[src/rtl/client_req_collector.sv]
// Collects one request bit per client into a registered request vector.
// Bit 0 is the AND of a slice of the owned bits. Summary and rising-edge outputs are also provided.
module client_req_collector #(
    parameter int unsigned NUM_CLIENTS = 8,
    parameter int unsigned AND_LO      = 1,
    parameter int unsigned AND_HI      = 4,
    parameter logic [NUM_CLIENTS-1:0] RESET_VALUE = 8'h54
) (
    input  logic                                 clock,
    input  logic                                 reset_n,
    input  logic [NUM_CLIENTS-1:0]               client_we,
    input  logic [NUM_CLIENTS-1:0]               client_d,
    input  logic [NUM_CLIENTS-1:0]               client_toggle,
    output logic [NUM_CLIENTS-1:0]               req,
    output logic                                 req_any,
    output logic                                 req_all,
    output logic [$clog2(NUM_CLIENTS+1)-1:0]     req_count,
    output logic [NUM_CLIENTS-1:0]               req_rise
);

    localparam int unsigned CntW = $clog2(NUM_CLIENTS + 1);

    // prev_q must start at the value req takes out of reset, so req_rise stays low after reset.
    localparam logic [NUM_CLIENTS-1:0] ReqReset =
        {RESET_VALUE[NUM_CLIENTS-1:1], &RESET_VALUE[AND_HI:AND_LO]};

    logic [NUM_CLIENTS-1:1] own_q, own_d;
    logic [NUM_CLIENTS-1:0] prev_q, prev_d;
    logic                   and_bit;
    logic [CntW-1:0]        cnt;

    // A write takes priority over a toggle for the same bit.
    always_comb begin
        own_d = own_q;
        for (int i = 1; i < NUM_CLIENTS; i++) begin
            if (client_we[i]) begin
                own_d[i] = client_d[i];
            end else if (client_toggle[i]) begin
                own_d[i] = ~own_q[i];
            end
        end
    end

    assign and_bit = &own_q[AND_HI:AND_LO];
    assign req     = {own_q, and_bit};
    assign prev_d  = req;

    always_ff @(posedge clock or negedge reset_n) begin
        if (!reset_n) begin
            own_q  <= RESET_VALUE[NUM_CLIENTS-1:1];
            prev_q <= ReqReset;
        end else begin
            own_q  <= own_d;
            prev_q <= prev_d;
        end
    end

    always_comb begin
        cnt = '0;
        for (int i = 0; i < NUM_CLIENTS; i++) begin
            cnt = cnt + CntW'(req[i]);
        end
    end

    assign req_any   = |req;
    assign req_all   = &req;
    assign req_count = cnt;
    assign req_rise  = req & ~prev_q;

endmodule

[config.mk]
export PLATFORM = sky130hd
export DESIGN_NAME = client_req_collector
export DESIGN_NICKNAME = d
export VERILOG_FILES = /design/src/rtl/client_req_collector.sv
export SDC_FILE = /design/constraint.sdc
export NUM_CORES = 1
export LEC_CHECK = 0
export ABC_AREA = 1
export ABC_CLOCK_PERIOD_IN_PS = 11000
export CELL_PAD_IN_SITES_DETAIL_PLACEMENT = 1
export CELL_PAD_IN_SITES_GLOBAL_PLACEMENT = 1
export CORE_MARGIN = 4
export CORE_UTILIZATION = 28
export DETAILED_ROUTE_END_ITERATION = 10
export PLACE_DENSITY = 0.93
export SKIP_LAST_GASP = 1
export SLEW_MARGIN = 20
export SYNTH_ARGS = -nofsm -noshare
export SYNTH_HDL_FRONTEND = slang
export SYNTH_SLANG_ARGS = --single-unit
[constraint.sdc]
create_clock -name clock -period 11 [get_ports clock]
set_clock_uncertainty 0.05 [all_clocks]
set_input_delay 3.3 -clock clock [delete_from_list [all_inputs] [get_ports clock]]
set_output_delay 3.3 -clock clock [all_outputs]
set_load 0.05 [all_outputs]
### Yosys cells after proc, flatten, opt, wreduce, memory -nomap -nowiden

Index checks and enable logic that the tools add are counted.

| word-level totals | value |
|---|---|
| register bits | 15 |

| cells by class | value |
|---|---|
| add/subtract/negate cells | 7 |
| muxes and demuxes | 14 |
| bitwise logic cells | 9 |
| reduce and logical (&&, ||, !) cells | 10 |

Operators by type and width:

| operator | count |
|---|---|
| $add A4 B1 Y4 | 4 |
| $mux W1 | 14 |
| $reduce_bool A2 Y1 | 7 |
| $and A8 B8 Y8 | 1 |
| $not A8 Y8 | 1 |
| $reduce_or A8 Y1 | 1 |
| $not A1 Y1 | 7 |
| $reduce_and A7 Y1 | 1 |
| $add A3 B1 Y4 | 1 |
| $reduce_and A4 Y1 | 1 |
| $add A2 B1 Y3 | 1 |
| $add A1 B1 Y2 | 1 |

### Depth between registers and ports, before layout

Gate-level depths: netlist of run 1.

| depth | value |
|---|---|
| word-level depth | 8 |
| mapped depth | 9 |
| depth with buffers taken out | 9 |

### Worst setup path after synthesis of run 1

No wires, ideal clock.

| timing path | value |
|---|---|
| path kind | reg2out |
| from | register own_q[1] (netlist name) |
| to | output port req_count[2] |
| arrival time | 3.648 ns |
| data required time | 7.650 ns |
| slack | 4.002 ns |
| stages on the path, launching flop included | 10 |
| path buffers | 0 |
| cells stage by stage | dfrtp_1 -> fa_1 -> inv_1 -> fa_1 -> inv_1 -> fa_1 -> ha_1 -> inv_1 -> fa_1 -> xnor2_1 |

| on the way | value |
|---|---|
| longest elaborated chain between the ends | 8 |

Ends and longest elaborated chain:

| what | line | RTL |
|---|---|---|
| start, declared | 27 | `logic [NUM_CLIENTS-1:1] own_q, own_d;` |
| start signal, assigned | 50 | `own_q <= RESET_VALUE[NUM_CLIENTS-1:1];` |
| start signal, assigned | 53 | `own_q <= own_d;` |
| $reduce_and A4 Y1 | 44 | `assign and_bit = &own_q[AND_HI:AND_LO];` |
| $add A1 B1 Y2 * | 61 | `cnt = cnt + CntW'(req[i]);` |
| $add A2 B1 Y3 * | 61 |  |
| $add A3 B1 Y4 * | 61 |  |
| $add A4 B1 Y4 * (4 in series) | 61 |  |
| end, declared | 17 | `output logic [$clog2(NUM_CLIENTS+1)-1:0] req_count,` |

Mark *: on every way between the ends. The rest lies on a longest branch, timed or not.

### Worst setup path after layout of run 1

Same ends and word-level chain as after synthesis.

==> impl_metrics.env, run 1 <==
export IMPL_status="finished, final reports clean"
export IMPL_synth_area_leader_cell="dfrtp_1"
export IMPL_max_stage_delay_ns=0.81
export IMPL_syn_nets=149
export IMPL_hold_viol_final=0
export IMPL_first_iter_violations=7
export IMPL_final_cells=205
export IMPL_syn_area_sq_um=903
export IMPL_io_buffers=44
export IMPL_finalSetupViolations=0
export IMPL_grt_pass1_vias=980
export IMPL_leakage_uw=0.000711
export IMPL_start_kind="flop"
export IMPL_cp_slowest_cell="clkdlybuf4s50_1"
export IMPL_ys_seq_area_frac=0.424
export IMPL_final_layout_size_suffix_gt1_frac=0.0745
export IMPL_grt_pass1_wl_mm=4.11
export IMPL_dieHeight_um=64.8
export IMPL_fin_hold_ws_ns=0.363
export IMPL_cts_root_buffer="clkbuf_4"
export IMPL_fmax_mhz=136
export IMPL_antenna_left=0
export IMPL_drcViolationCount=0
export IMPL_synth_cell_types=14
export IMPL_antenna_cells=0
export IMPL_avgRoutedWirePerCell_um=12.0
export IMPL_drv_cap=0
export IMPL_place_inst=201
export IMPL_fin_crit_sh=0.669
export IMPL_cts_resized_gates=0
export IMPL_io_pins=48
export IMPL_critical_path_class="reg -> out"
export IMPL_postCtsSetupRepairBufs=0
export IMPL_cts_sinks=15
export IMPL_wl_mm=2.46
export IMPL_path_max_fanout=7
export IMPL_grt_overflow_total=0
export IMPL_irDropWorstVdd_mv=0.0745
export IMPL_yosysTopAreaCellShare=0.249
export IMPL_nFillCells=396
export IMPL_worst_pin_slew_ns=0.650
export IMPL_dieArea_sq_um=4200
export IMPL_num_vias=883
export IMPL_worst_endpoint_required_ns=7.65
export IMPL_start_util=0.293
export IMPL_cp_arrival_ns=4.01
export IMPL_yosysWarnings=0
export IMPL_path_cells="fa_1, inv_1, fa_1, inv_1, fa_1, ha_1, inv_1, fa_1, xnor2_1, clkdlybuf4s50_1"
export IMPL_ys_top_cells_by_area="dfrtp_1 (25%), dfstp_2 (17%), nand2_1 (12%)"
export IMPL_area_delta_synth_final_pct=57.1
export IMPL_rsz0062_at_grt="false"
export IMPL_fin_setup_tns_ns=0
export IMPL_utilization=0.461
export IMPL_firstDrtPassIters=3
export IMPL_cts_hold_buffers_added=0
export IMPL_dp_hpwl_mm=2.09
export IMPL_core_area_sq_um=3080
export IMPL_grtUsageTotal=0.123
export IMPL_crit_top_cell="fa_1"
export IMPL_clockBufferDepth=2
export IMPL_end_kind="output port"
export IMPL_slew_headroom=0.565
export IMPL_die_w_um=64.8
export IMPL_slew_violations=0
export IMPL_period_needed_ns=7.36
export IMPL_hp_class="reg -> reg"
export IMPL_h_tree_depth=1
export IMPL_insertion_delay_ns=0.28
export IMPL_clk_pin_slew_ns=0.10
export IMPL_cts_tree="yes"
export IMPL_viasPerCell=4.31
export IMPL_cts_buffers=3
export IMPL_syn_area_per_cell_sq_um=7.92
export IMPL_rows=20
export IMPL_grt_max_degree=16
export IMPL_syn_inst=114
export IMPL_synth_seq_cells=15
export IMPL_antenna_found_initial=0
export IMPL_place_congestion=0.742
export IMPL_power_uw=260
export IMPL_final_net_count=197
export IMPL_power_density_nw_per_um2=183
-- placed cells by master (no fill, tap or decap) --
| cell | instances |
|---|---|
| ha_1 | 5 |
| nand3_1 | 9 |
| clkdlybuf4s50_1 | 44 |
| o21ai_0 | 7 |
| nor2_1 | 10 |
| clkinv_2 | 1 |
| xnor2_1 | 1 |
| inv_1 | 29 |
| dfrtp_1 | 9 |
| nand3_2 | 1 |
| nor2_2 | 1 |
| clkbuf_4 | 3 |
| fa_1 | 4 |
| nand4_1 | 1 |
| dfstp_2 | 6 |
| nand2_1 | 30 |
-- sequential cells by signal (all words and copies together) (netlist names) --
name	count
prev_q	8
own_q	7
-- report_power, final --
group          switching [uW]  total (uW)  internal (uW)
Sequential               8.12        71.9           63.8
Clock                    18.7        32.2           13.5
Combinational             101         156           55.1
Total                     128         260            132
-- cell type report --
type	count	area, sq um	area share
clock inverter	1	5.00	0.00353
inverter	29	109	0.0767
timing repair buffer	44	440	0.310
clock buffer	3	22.5	0.0159
multi-input combinational	69	404	0.285
sequential	15	383	0.270
tap	44	55.1	0.0388
-- critical path: cells and delay by family, from the launching register on --
family	cells	cell delay [ns]
flip-flops	1	0.49
buffers and inverters	4	0.97
XOR/XNOR	1	0.16
adder cells (fa/ha/maj)	5	2.09
-- cell families (layout without fill, tap and decap cells) --
logic type	Yosys count	count (layout)	share of synthesized area
AND/OR/NAND/NOR	52	52	0.241
XOR/XNOR	1	1	0.00970
AO/OA/AOI/OAI	7	7	0.0388
buffers and inverters	30	77	0.129
flip-flops	15	15	0.424
adder cells (fa/ha/maj)	9	9	0.158
-- final timing paths --
path	endpoint	slack, ns	depth (start not counted)	start
min in group asynchronous	prev_q[7]$_DFF_PN0_	3.36	1	reset_n
setup / recovery	req_count[2]	3.64	10	own_q[1]$_DFFE_PN0P_
max in group asynchronous	own_q[5]$_DFFE_PN0P_	7.13	1	reset_n
hold / removal	prev_q[6]$_DFF_PN1_	0.36	0	own_q[6]$_DFFE_PN1P_
setup reg to reg	prev_q[0]$_DFF_PN0_	9.81	3	own_q[2]$_DFFE_PN1P_
hold reg to reg	prev_q[6]$_DFF_PN1_	0.36	0	own_q[6]$_DFFE_PN1P_
-- synth_stat cells (all sizes together) --
cell,number
nand3,10
dfrtp,9
buf,1
inv,29
xnor2,1
ha,5
o21ai,7
nand2,30
nor2,11
dfstp,6
nand4,1
fa,4
-- through the flow --
stage	area, sq um	setup WS (ns)
3_5_place_dp	1390	3.95
4_1_cts	1420	3.60
5_1_grt	1420	3.53
2_1_floorplan	903	4.00
6_report	1420	3.64
3_3_place_gp	1390	4.05
-- layer usage --
metal / vias up / GRT usage / part of all wire
li1: 427 / - / -
met1: 421 / 0.134 / 0.40
met2: 33 / 0.235 / 0.52
met3: 2 / 0.0347 / 0.076
met4: 0 / 0.0237 / 0.0028
met5: - / 0 / 0
No activity file was read; power rests on OpenSTA's default activity.
==> run 2, diff against run 1 <==
--- a/config.mk
+++ b/config.mk
@@ -6,13 +6,13 @@
 export NUM_CORES = 1
 export LEC_CHECK = 0
 export ABC_AREA = 1
-export ABC_CLOCK_PERIOD_IN_PS = 11000
+export ABC_CLOCK_PERIOD_IN_PS = 7300
 export CELL_PAD_IN_SITES_DETAIL_PLACEMENT = 1
 export CELL_PAD_IN_SITES_GLOBAL_PLACEMENT = 1
 export CORE_MARGIN = 4
-export CORE_UTILIZATION = 28
+export CORE_UTILIZATION = 26
 export DETAILED_ROUTE_END_ITERATION = 10
-export PLACE_DENSITY = 0.93
+export PLACE_DENSITY = 0.87
 export SKIP_LAST_GASP = 1
 export SLEW_MARGIN = 20
 export SYNTH_ARGS = -nofsm -noshare
==> constraint.sdc (replaced) <==
create_clock -name clock -period 7.3 [get_ports clock]
set_clock_uncertainty 0.05 [all_clocks]
set_input_delay 2.19 -clock clock [delete_from_list [all_inputs] [get_ports clock]]
set_output_delay 2.19 -clock clock [all_outputs]
set_load 0.05 [all_outputs]
==> impl_metrics.env, run 2 (synthesis gave the netlist of run 1 again) <==
export IMPL_status="finished, final reports clean"
export IMPL_h_tree_depth=1
export IMPL_cts_hold_buffers_added=0
export IMPL_irDropWorstVdd_mv=0.111
export IMPL_top_register="prev_q"
export IMPL_path_max_fanout=7
export IMPL_slew_headroom=0.556
export IMPL_crit_family="adder cells"
export IMPL_largest_reg_flops=8
export IMPL_hp_class="reg -> reg"
export IMPL_cts_root_buffer="clkbuf_4"
export IMPL_path_cells="fa_1, inv_1, fa_1, inv_1, fa_1, ha_1, inv_1, fa_1, xnor2_1, clkdlybuf4s50_1"
export IMPL_io_pins=48
export IMPL_grtUsageTotal=0.129
export IMPL_worst_endpoint_required_ns=5.06
export IMPL_grt_pass1_wl_mm=4.26
export IMPL_grt_overflow_total=0
export IMPL_period_needed_ns=6.20
export IMPL_power_density_nw_per_um2=275
export IMPL_max_stage_delay_ns=0.82
export IMPL_avgRoutedWirePerCell_um=12.0
export IMPL_cts_tree="yes"
export IMPL_postLayoutSetupSlackWorst_ns=1.10
export IMPL_dp_hpwl_mm=2.12
export IMPL_antenna_left=0
export IMPL_antenna_cells=0
export IMPL_place_inst=203
export IMPL_postCtsSetupRepairBufs=0
export IMPL_final_cells=207
export IMPL_finalSetupViolations=0
export IMPL_fin_setup_tns_ns=0
export IMPL_drv_cap=0
export IMPL_layout_common_cells="clkdlybuf4s50_1 (44), nand2_1 (30), inv_1 (29)"
export IMPL_slew_violations=0
export IMPL_biggestRegsByFlops="prev_q (8), own_q (7)"
export IMPL_cp_arrival_ns=3.96
export IMPL_rsz0062_at_grt="false"
export IMPL_insertion_delay_ns=0.29
export IMPL_hold_viol_final=0
export IMPL_viasPerCell=4.34
export IMPL_area_delta_synth_final_pct=57.3
export IMPL_grt_max_degree=16
export IMPL_start_util=0.271
export IMPL_final_common_cell="clkdlybuf4s50_1"
export IMPL_crit_top_cell="fa_1"
export IMPL_firstDrtPassIters=4
export IMPL_start_kind="flop"
export IMPL_dieArea_sq_um=4480
export IMPL_dieHeight_um=66.9
export IMPL_io_buffers=44
export IMPL_path_buf_inv=4
export IMPL_rows=21
export IMPL_fin_crit_sh=0.849
export IMPL_cts_buffers=3
export IMPL_num_vias=899
export IMPL_final_net_count=197
export IMPL_fmax_mhz=161
export IMPL_clk_pin_slew_ns=0.09
export IMPL_first_iter_violations=10
export IMPL_fin_hold_ws_ns=0.369
export IMPL_clockBufferDepth=2
export IMPL_wl_mm=2.49
export IMPL_pre_cts_slack_ns=1.41
export IMPL_drcViolationCount=0
export IMPL_worst_pin_slew_ns=0.664
export IMPL_grt_pass1_vias=1006
export IMPL_leakage_uw=0.000711
export IMPL_antenna_found_initial=0
export IMPL_critical_path_class="reg -> out"
export IMPL_end_kind="output port"
export IMPL_die_w_um=66.9
export IMPL_cp_slowest_cell="clkdlybuf4s50_1"
export IMPL_cts_sinks=15
export IMPL_core_area_sq_um=3340
export IMPL_cts_resized_gates=0
export IMPL_final_layout_size_suffix_gt1_frac=0.0745
export IMPL_place_congestion=0.675
==> run 2: layout make-up <==
cell class / count / area, sq um
Clock buffer: 3 / 22.5
Clock inverter: 1 / 5.00
Fill cell: 423 / 1920
Inverter: 29 / 109
Multi-Input combinational cell: 69 / 404
Sequential cell: 15 / 383
Tap cell: 46 / 57.6
Timing Repair Buffer: 44 / 440
==> run 2: where the power goes <==
group	internal, uW	switching (uW)	total (uW)
logic	82.4	150	233
registers	96.2	12.1	108
clock network	20.4	29.2	49.6
total	199	192	390
==> run 2: layer usage <==
| metal | up-vias | part of all wire | global-route usage |
|---|---|---|---|
| li1 | 429 | - | - |
| met1 | 432 | 0.35 | 0.132 |
| met2 | 34 | 0.54 | 0.233 |
| met3 | 4 | 0.094 | 0.0489 |
| met4 | 0 | 0.015 | 0.0506 |
| met5 | - | 0 | 0 |
==> run 2: path summary, 6_finish.rpt <==
path	start	endpoint	slack [ns]	cells after the start
min in group asynchronous	reset_n	own_q[7]$_DFFE_PN0P_	2.24	1
max in group asynchronous	reset_n	own_q[5]$_DFFE_PN0P_	4.53	1
max reg2reg	own_q[2]$_DFFE_PN1P_	prev_q[0]$_DFF_PN0_	6.10	3
min reg2reg	own_q[6]$_DFFE_PN1P_	prev_q[6]$_DFF_PN1_	0.37	0
min	own_q[6]$_DFFE_PN1P_	prev_q[6]$_DFF_PN1_	0.37	0
max	own_q[1]$_DFFE_PN0P_	req_count[2]	1.10	10
==> run 2: metrics by stage <==
stage	total power [uW]	utilization	cell area [sq um]
global route	420	0.426	1420
finish	390	0.426	1420
CTS	400	0.426	1420
detailed placement	347	0.418	1390
global placement	339	0.418	1390
floorplan	264	-	903
==> run 3, diff against run 2 <==
--- a/config.mk
+++ b/config.mk
@@ -6,7 +6,7 @@
 export NUM_CORES = 1
 export LEC_CHECK = 0
 export ABC_AREA = 1
-export ABC_CLOCK_PERIOD_IN_PS = 7300
+export ABC_CLOCK_PERIOD_IN_PS = 5800
 export CELL_PAD_IN_SITES_DETAIL_PLACEMENT = 1
 export CELL_PAD_IN_SITES_GLOBAL_PLACEMENT = 1
 export CORE_MARGIN = 4
==> constraint.sdc (replaced) <==
create_clock -name clock -period 5.8 [get_ports clock]
set_clock_uncertainty 0.05 [all_clocks]
set_input_delay 1.74 -clock clock [delete_from_list [all_inputs] [get_ports clock]]
set_output_delay 1.74 -clock clock [all_outputs]
set_load 0.05 [all_outputs]
==> impl_metrics.env, run 3 (synthesis gave the netlist of run 1 again) <==
export IMPL_status="finished, final reports clean"
export IMPL_hp_start="own_q[6]$_DFFE_PN1P_"
export IMPL_drv_cap=0
export IMPL_slew_violations=0
export IMPL_ff2ff_setup_slack_ns=4.63
export IMPL_cp_arrival_ns=3.89
export IMPL_crit_start="own_q[1]$_DFFE_PN0P_"
export IMPL_end_kind="output port"
export IMPL_core_area_sq_um=3340
export IMPL_cts_hold_buffers_added=0
export IMPL_start_util=0.271
export IMPL_start_kind="flop"
export IMPL_dp_hpwl_mm=2.09
export IMPL_cts_tree="yes"
export IMPL_layout_common_cells="clkdlybuf4s50_1 (43), nand2_1 (30), inv_1 (29)"
export IMPL_top_register="prev_q"
export IMPL_biggestRegsByFlops="prev_q (8), own_q (7)"
export IMPL_dieArea_sq_um=4480
export IMPL_h_tree_depth=1
export IMPL_period_needed_ns=5.68
export IMPL_p_comb_frac=0.596
export IMPL_final_net_count=197
export IMPL_cts_buffers=3
export IMPL_final_common_cell="clkdlybuf4s50_1"
export IMPL_drcViolationCount=0
export IMPL_cts_root_buffer="clkbuf_4"
export IMPL_hp_class="reg -> reg"
export IMPL_clk_pin_slew_ns=0.10
export IMPL_grt_overflow_total=0
export IMPL_reg2reg_from="own_q[2]$_DFFE_PN1P_"
export IMPL_die_w_um=66.9
export IMPL_num_vias=879
export IMPL_grt_pass1_vias=966
export IMPL_antenna_cells=0
export IMPL_finalSetupViolations=0
export IMPL_first_iter_violations=14
export IMPL_power_uw=487
export IMPL_place_congestion=0.679
export IMPL_avgRoutedWirePerCell_um=11.9
export IMPL_cts_resized_gates=1
export IMPL_viasPerCell=4.25
export IMPL_hold_end="prev_q[6]$_DFF_PN1_"
export IMPL_worst_endpoint_required_ns=4.01
export IMPL_power_density_nw_per_um2=343
export IMPL_cts_sinks=15
export IMPL_rr_endpoint="prev_q[0]$_DFF_PN0_"
export IMPL_slew_headroom=0.534
export IMPL_seqPwrFrac=0.280
export IMPL_io_buffers=44
export IMPL_rsz0062_at_grt="false"
export IMPL_grt_max_degree=16
export IMPL_grt_pass1_wl_mm=4.10
export IMPL_grtUsageTotal=0.120
export IMPL_insertion_delay_ns=0.29
export IMPL_fin_setup_tns_ns=0
export IMPL_internal_power_uw=247
export IMPL_fmax_mhz=176
export IMPL_clockBufferDepth=2
export IMPL_swShare=0.492
export IMPL_final_layout_size_suffix_gt1_frac=0.0745
export IMPL_firstDrtPassIters=2
export IMPL_hold_depth=0
export IMPL_rows=21
export IMPL_power_switching_uw=240
export IMPL_antenna_left=0
export IMPL_dieHeight_um=66.9
export IMPL_path_max_fanout=7
export IMPL_area_delta_synth_final_pct=57.2
export IMPL_hold_viol_final=0
export IMPL_leakage_uw=0.000714
export IMPL_p_clk_frac=0.124
export IMPL_largest_reg_flops=8
export IMPL_antenna_found_initial=0
export IMPL_io_pins=48
export IMPL_worst_pin_slew_ns=0.696
export IMPL_irDropWorstVdd_mv=0.154
export IMPL_r2r_cells=3
export IMPL_critical_path_class="reg -> out"
export IMPL_wl_mm=2.47
export IMPL_fin_crit_sh=0.980
export IMPL_postCtsSetupRepairBufs=0
==> run 3: power groups by stage <==
stage / combinational [uW] / clock, uW / sequential [uW]
2_1_floorplan: 175 / 0 / 157
3_3_place_gp: 290 / 0 / 137
3_5_place_dp: 297 / 0 / 139
4_1_cts: 295 / 64.6 / 137
5_1_grt: 310 / 68.4 / 139
6_report: 290 / 60.4 / 136
==> run 3: through the flow <==
step	setup slack (ns)	std cells	hold WS, ns	utilization	area, sq um
after global placement	0.410	203	0.348	0.418	1390
after detailed placement	0.335	203	0.355	0.418	1390
after floorplan	0.362	114	0.446	-	903
after global routing	0.000865	207	0.381	0.426	1420
after CTS	0.0689	207	0.370	0.426	1420
final	0.116	207	0.365	0.426	1420
==> run 3: how the worst max path moves through the flow <==
stage,endpoint,cells after the start
after floorplan,req_count[2],9
after global placement,req_count[2],10
after detailed placement,req_count[2],10
after CTS,req_count[1],10
after global routing,req_count[1],10
final,req_count[1],10
==> run 3: layout make-up <==
| class | instances | area [sq um] |
|---|---|---|
| fill | 442 | 1920 |
| timing repair buffer | 44 | 439 |
| clock buffer | 3 | 22.5 |
| sequential | 15 | 383 |
| inverter | 29 | 109 |
| multi-input combinational | 69 | 404 |
| clock inverter | 1 | 5.00 |
| tap | 46 | 57.6 |
==> run 3: worst max-delay path: stages, from the launching register on <==
cell,delay [ns]
dfrtp_1,0.47
fa_1,0.56
inv_1,0.05
fa_1,0.48
inv_1,0.05
fa_1,0.48
ha_1,0.17
inv_1,0.06
fa_1,0.43
inv_1,0.06
clkdlybuf4s50_1,0.79
==> run 3: metal layers <==
layer	vias up	part of all wire	GRT usage
met2	33	0.53	0.230
li1	431	-	-
met4	0	0.0089	0.0380
met5	-	0	0
met3	3	0.082	0.0388
met1	412	0.38	0.121
